$ cat src/rtl/cpu_pkg.sv
// Shared CPU constants and types: register file geometry and word type.
package cpu_pkg;

  localparam int XLEN       = 32;
  localparam int NREGS      = 32;
  localparam int REG_ADDR_W = $clog2(NREGS);

  typedef logic [REG_ADDR_W-1:0] reg_addr_t;
  typedef logic [XLEN-1:0]       xword_t;

  localparam reg_addr_t REG_ZERO = '0;

endpackage

$ cat src/rtl/wb_regfile_if.sv
// MEM/WB write-back bus plus the two ID-stage read ports of the register file.
interface wb_regfile_if;
  import cpu_pkg::*;

  logic      RegWrite_i;
  logic      MemReg_i;
  reg_addr_t rd_addr_i;
  xword_t    data1_i;
  xword_t    data2_i;
  reg_addr_t rs1_addr_i;
  reg_addr_t rs2_addr_i;
  xword_t    rs1_data_o;
  xword_t    rs2_data_o;

  // Pipeline side: drives write-back and read addresses, receives read data.
  modport master (
    output RegWrite_i, MemReg_i, rd_addr_i, data1_i, data2_i,
    output rs1_addr_i, rs2_addr_i,
    input  rs1_data_o, rs2_data_o
  );

  // Register file side.
  modport slave (
    input  RegWrite_i, MemReg_i, rd_addr_i, data1_i, data2_i,
    input  rs1_addr_i, rs2_addr_i,
    output rs1_data_o, rs2_data_o
  );

endinterface

$ cat src/rtl/wb_select.sv
// Write-back source mux: load data when mem_reg_i is set, ALU result otherwise.
// Purely combinational so the forwarding unit can reuse it.
module wb_select
  import cpu_pkg::*;
(
  input  logic   mem_reg_i,
  input  xword_t data1_i,
  input  xword_t data2_i,
  output xword_t wb_data_o
);

  // Select the value that will be committed to the register array.
  always_comb begin
    wb_data_o = data1_i;
    if (mem_reg_i) wb_data_o = data2_i;
  end

endmodule

$ cat src/rtl/wb_regfile.sv
// Write-back register file: commits the MEM/WB result into a 32-entry array,
// serves two combinational read ports and counts retired (non-x0) writes.
// Optional macro WB_BYPASS_EN: read ports return the value being committed in
// the same cycle when their address matches the destination register.
module wb_regfile
  import cpu_pkg::*;
(
  input  logic          clk_i,
  input  logic          rst_i,
  input  logic          start_i,
  wb_regfile_if.slave   wb,
  output logic [31:0]   retire_cnt_o
);

  xword_t      wb_data;
  logic        commit;
  xword_t      regs_q [NREGS];
  xword_t      regs_d [NREGS];
  logic [31:0] retire_cnt_q;
  logic [31:0] retire_cnt_d;

  wb_select u_wb_select (
    .mem_reg_i (wb.MemReg_i),
    .data1_i   (wb.data1_i),
    .data2_i   (wb.data2_i),
    .wb_data_o (wb_data)
  );

  // x0 is never written, so a write to it neither commits nor bypasses.
  assign commit = start_i && wb.RegWrite_i && (wb.rd_addr_i != REG_ZERO);

  // Next array contents and retire count for the upcoming edge.
  always_comb begin
    regs_d       = regs_q;
    retire_cnt_d = retire_cnt_q;
    if (commit) begin
      regs_d[wb.rd_addr_i] = wb_data;
      retire_cnt_d         = retire_cnt_q + 32'd1;
    end
    regs_d[0] = '0;
  end

  // State registers; asynchronous reset clears the array and the counter.
  always_ff @(posedge clk_i or posedge rst_i) begin
    if (rst_i) begin
      for (int i = 0; i < NREGS; i++) regs_q[i] <= '0;
      retire_cnt_q <= '0;
    end else begin
      regs_q       <= regs_d;
      retire_cnt_q <= retire_cnt_d;
    end
  end

  assign retire_cnt_o = retire_cnt_q;

  // Read port 1: array lookup, x0 forced to zero, optional same-cycle bypass.
  always_comb begin
    wb.rs1_data_o = regs_q[wb.rs1_addr_i];
    if (wb.rs1_addr_i == REG_ZERO) wb.rs1_data_o = '0;
`ifdef WB_BYPASS_EN
    if (commit && (wb.rs1_addr_i == wb.rd_addr_i)) wb.rs1_data_o = wb_data;
`endif
  end

  // Read port 2: same behaviour as port 1, independent address.
  always_comb begin
    wb.rs2_data_o = regs_q[wb.rs2_addr_i];
    if (wb.rs2_addr_i == REG_ZERO) wb.rs2_data_o = '0;
`ifdef WB_BYPASS_EN
    if (commit && (wb.rs2_addr_i == wb.rd_addr_i)) wb.rs2_data_o = wb_data;
`endif
  end

endmodule
$ cat src/flat_wrapper.sv
// flat-port wrapper written by rule: the top's interface ports become plain ports
module wb_regfile_flat import cpu_pkg::*;
  (clk_i, rst_i, start_i, retire_cnt_o, wb_RegWrite_i, wb_MemReg_i, wb_rd_addr_i, wb_data1_i, wb_data2_i, wb_rs1_addr_i, wb_rs2_addr_i, wb_rs1_data_o, wb_rs2_data_o);
  wb_regfile_if wb_i ();
  input  logic clk_i;
  input  logic rst_i;
  input  logic start_i;
  output logic [31:0] retire_cnt_o;
  input wire logic [$bits(wb_i.RegWrite_i)-1:0] wb_RegWrite_i;
  input wire logic [$bits(wb_i.MemReg_i)-1:0] wb_MemReg_i;
  input wire logic [$bits(wb_i.rd_addr_i)-1:0] wb_rd_addr_i;
  input wire logic [$bits(wb_i.data1_i)-1:0] wb_data1_i;
  input wire logic [$bits(wb_i.data2_i)-1:0] wb_data2_i;
  input wire logic [$bits(wb_i.rs1_addr_i)-1:0] wb_rs1_addr_i;
  input wire logic [$bits(wb_i.rs2_addr_i)-1:0] wb_rs2_addr_i;
  output wire logic [$bits(wb_i.rs1_data_o)-1:0] wb_rs1_data_o;
  output wire logic [$bits(wb_i.rs2_data_o)-1:0] wb_rs2_data_o;
  assign wb_i.RegWrite_i = wb_RegWrite_i;
  assign wb_i.MemReg_i = wb_MemReg_i;
  assign wb_i.rd_addr_i = wb_rd_addr_i;
  assign wb_i.data1_i = wb_data1_i;
  assign wb_i.data2_i = wb_data2_i;
  assign wb_i.rs1_addr_i = wb_rs1_addr_i;
  assign wb_i.rs2_addr_i = wb_rs2_addr_i;
  assign wb_rs1_data_o = wb_i.rs1_data_o;
  assign wb_rs2_data_o = wb_i.rs2_data_o;
  wb_regfile u_core (.clk_i(clk_i), .rst_i(rst_i), .start_i(start_i), .wb(wb_i), .retire_cnt_o(retire_cnt_o));
endmodule
$ cat config.mk
export PLATFORM = sky130hd
export DESIGN_NAME = wb_regfile_flat
export DESIGN_NICKNAME = d
export VERILOG_FILES = /design/src/rtl/cpu_pkg.sv /design/src/rtl/wb_regfile_if.sv /design/src/rtl/wb_select.sv /design/src/rtl/wb_regfile.sv /design/src/flat_wrapper.sv
export SDC_FILE = /design/constraint.sdc
export NUM_CORES = 2
export LEC_CHECK = 0
export ABC_AREA = 1
export ABC_CLOCK_PERIOD_IN_PS = 55200
export CAP_MARGIN = 20
export CORE_MARGIN = 5
export CORE_UTILIZATION = 49
export DETAILED_ROUTE_END_ITERATION = 10
export PLACE_DENSITY = 0.69
export RECOVER_POWER = 100
export SETUP_SLACK_MARGIN = 0.2
export SLEW_MARGIN = 20
export SYNTH_ARGS = -nofsm -noshare
export SYNTH_HDL_FRONTEND = slang
export SYNTH_HIERARCHICAL = 1
export SYNTH_SLANG_ARGS = --single-unit
$ cat constraint.sdc
create_clock -name clk_i -period 55.2 [get_ports clk_i]
set_input_delay 13.8 -clock clk_i [delete_from_list [all_inputs] [get_ports clk_i]]
set_output_delay 13.8 -clock clk_i [all_outputs]
set_load 0.02 [all_outputs]
==> reports/qor.yml <==
detailed_routing:
  drc: 0
  drtAntennaViolNets: 0
  top_layer: "met5"
  wl_met1_um: 86070
  vias_per_cell: 5.925
  wl_per_cell_um: 21.72
  drtIter0Drc: 8764
  wl_met3_um: 27650
  drt_wl_total_um: 218800
  dr_wl_met2_um: 93960
  dr_total_vias: 59690
  drt_first_pass_iters: 8
clock_network:
  clockRootBuffer: "clkbuf_16"
  post-cts-setup-buffers: 0
  clk_pin_slew_ns: 0.06
  cts_buffers: 112
  clockBufferDepth: 3
  htreeDepth: 3
  cts_tree: "done"
  cts.sinks: 1024
  ctsResizeCount: 0
  clock_latency_ns: 0.70
  ctsHoldBuffers: 0
logic_synthesis:
  synth_area_leaders: "dfrtp_1, nand2_1, nand3_1, o21ai_0, inv_1"
  synth_fa_ha_area_share_pct: 0.02136
  synth.area.mux_share_pct: 0
  yosys.area_share.simple_pct: 35.36
  yosysTopAreaCellShare_pct: 43.76
  yosysSeqAreaShare_pct: 43.76
  synth_flop_cell: "dfrtp_1"
  synth_top_area_cell: "dfrtp_1"
  synth_most_common_cell: "nand2_1"
  synthesis.nets: 8787
  synth_top_family_by_area: "simple AND/OR/NAND/NOR gates"
  yosysUniqueCellTypes: 32
  synth-seq-cells: 1024
  synth_edf_count: 0
  yosys.area_share.xor_xnor_pct: 0.2094
  async_flop_share_pct: 100.0
  yosys-top-cells-count: "nand2_1, nand3_1, dfrtp_1"
  syn_area_um2: 58560
  synth_compound_area_share_pct: 10.67
  syn_inst: 8702
  yosysWarnings: 6
  synth.avg_cell_area_um2: 6.730
grt:
  grt_overflow_total: 0
  grt_pass1_vias: 55770
  grtUsageTotal_pct: 33.68
  grt_max_degree: 183
  grt_antenna_before_repair: 7
  grt_pass1_wl_um: 335000
pwr:
  leakagePower_uw: 0.03063
  ir_drop_mv: 0.02637
  power_density_nw_per_um2: 32.53
finish:
  final_nets: 8469
  final_area_um2: 63960
  drive_gt1_share_pct: 3.849
  utilization_pct: 54.02
  syn2layout_area_growth_pct: 9.217
setup_path:
  cpMostUsedCell: "nand3_1"
  critPathRequiredTime_ns: 41.40
  crit_buf_inv: 4
  critPathCaptureType: "output pin"
  cp_slowest_cell: "clkinvlp_2"
  cpPeakStageDelay_ns: 6.86
  arrival_ns: 29.36
  worstSetupPathType: "primary input to output pin"
  critPathTopFamily: "buffers and inverters"
  crit_chain: "clkbuf_1 > clkinvlp_2 > clkbuf_1 > a21oi_1 > nand3_1 > nand3_1 > nand3_1 > nand2_1 > dlygate4sd3_1"
  start_kind: "primary input"
  worst-path-max-fanout: 100
placement:
  portBuffers: 179
  gp_congestion: 0.8452
  dp_hpwl_um: 111800
  dp_slack_ns: 23.69
  placed_cell_area_um2: 60310
floorplan:
  io_pins: 180
  die_area_um2: 126500
  die-width_um: 355.7
  start_util_pct: 49.46
  rows: 126
  die_h_um: 355.7
  fp.coreArea_um2: 118400
run_status:
  violations: "capacitance limit, slew limit"
  status: "complete, but fails checks"
timing:
  fin_skew_ns: 0.006520
  fmax_ghz: 0.02317
  setup_viol: 0
  relSlewSlack_pct: -516.4
  slew_violations: 1956
  rsz0062_at_grt: "no"
  finalWorstSetupSlack_ns: 12.04
  finalCriticalPeriod_ns: 43.16
  finalSetupTns_ns: 0
  hold_viol_final: 0
  tightestPinTransition_ns: 9.246
  fin_crit_sh_pct: 78.19
worst_hold_path:
  hp-class: "flop to flop"
flow_run:
  drv_cap: 24
worst register-to-register path, cell delays in order (launching register included):
cell     delay, ns
dfrtp_1       0.41
ha_1          0.17
inv_1         0.05
nor2_1        0.25
nand4_1       0.13
nor2_1        0.88
nand3_1       0.17
nand2_1       0.11
nand2_1       0.05
through the flow:
stage,std cells,hold WS [ns],power (µW)
2_1_floorplan,8702,0.4530,1184
3_3_place_gp,9867,0.4658,1293
3_5_place_dp,9867,0.4726,1304
4_1_cts,10070,0.4870,2081
5_1_grt,10070,0.4958,2176
6_report,10070,0.4827,2081
kinds of logic after synthesis:
family                     Yosys count
and+or+nand+nor                   4933
adders and majority gates            1
DFF                               1024
buffers and inverters             1482
AOI/OAI and AO/OA                 1248
xor gates and xnor gates            14
cell usage in the layout, fill, tap and decap left out, types with 23 or more instances in the layout:
cell and count:
nand2_1 3110, nand3_1 1552, dfrtp_1 1024, o21ai_0 992
inv_1 769, a21oi_1 256, nor2_1 197, clkbuf_16 113
dlygate4sd3_1 86, clkdlybuf4s50_1 82, buf_4 70, clkbuf_1 37
nand2_2 33, clkinv_2 23
cell type report:
cell class | count | area, µm²
diodes | 5 | 12.51
fillers | 11460 | 54430
flip-flops and latches | 1024 | 25620
clock inverters | 48 | 559.3
clock buffers | 151 | 3181
repair buffers | 269 | 2452
well taps | 1600 | 2002
multi-input cells | 6196 | 27170
inverters | 781 | 2964
final timing paths:
kind | start | end | slack [ns] | depth (start not counted)
max in group asynchronous | rst_i | u_core/regs_q[514]$_DFFE_PP0P_ | 20.78 | 5
max | wb_rs1_addr_i[1] | wb_rs1_data_o[11] | 12.04 | 9
max reg2reg | u_core/retire_cnt_o[0]$_DFFE_PP0P_ | u_core/retire_cnt_o[24]$_DFFE_PP0P_ | 52.87 | 8
min in group asynchronous | rst_i | u_core/regs_q[357]$_DFFE_PP0P_ | 14.96 | 2
min | u_core/regs_q[647]$_DFFE_PP0P_ | u_core/regs_q[647]$_DFFE_PP0P_ | 0.48 | 2
min reg2reg | u_core/regs_q[647]$_DFFE_PP0P_ | u_core/regs_q[647]$_DFFE_PP0P_ | 0.48 | 2
state kept, by name (all words and copies together) (netlist names):
register,flops
u_core/retire_cnt_o,32
u_core/regs_q,992
routing by layer:
layer  global-route usage [%]  vias to the layer above
met5                        0                        -
met4                    14.58                        4
li1                         -                    27070
met1                    46.42                    27890
met2                    51.79                     3920
met3                    6.869                      806
where the power goes:
group	internal (µW)	switching [µW]	total, µW
Sequential	846	64.9	911
Clock	453	326	779
Combinational	129	262	391
Total	1430	653	2080
(Power assumes the default switching activity.)
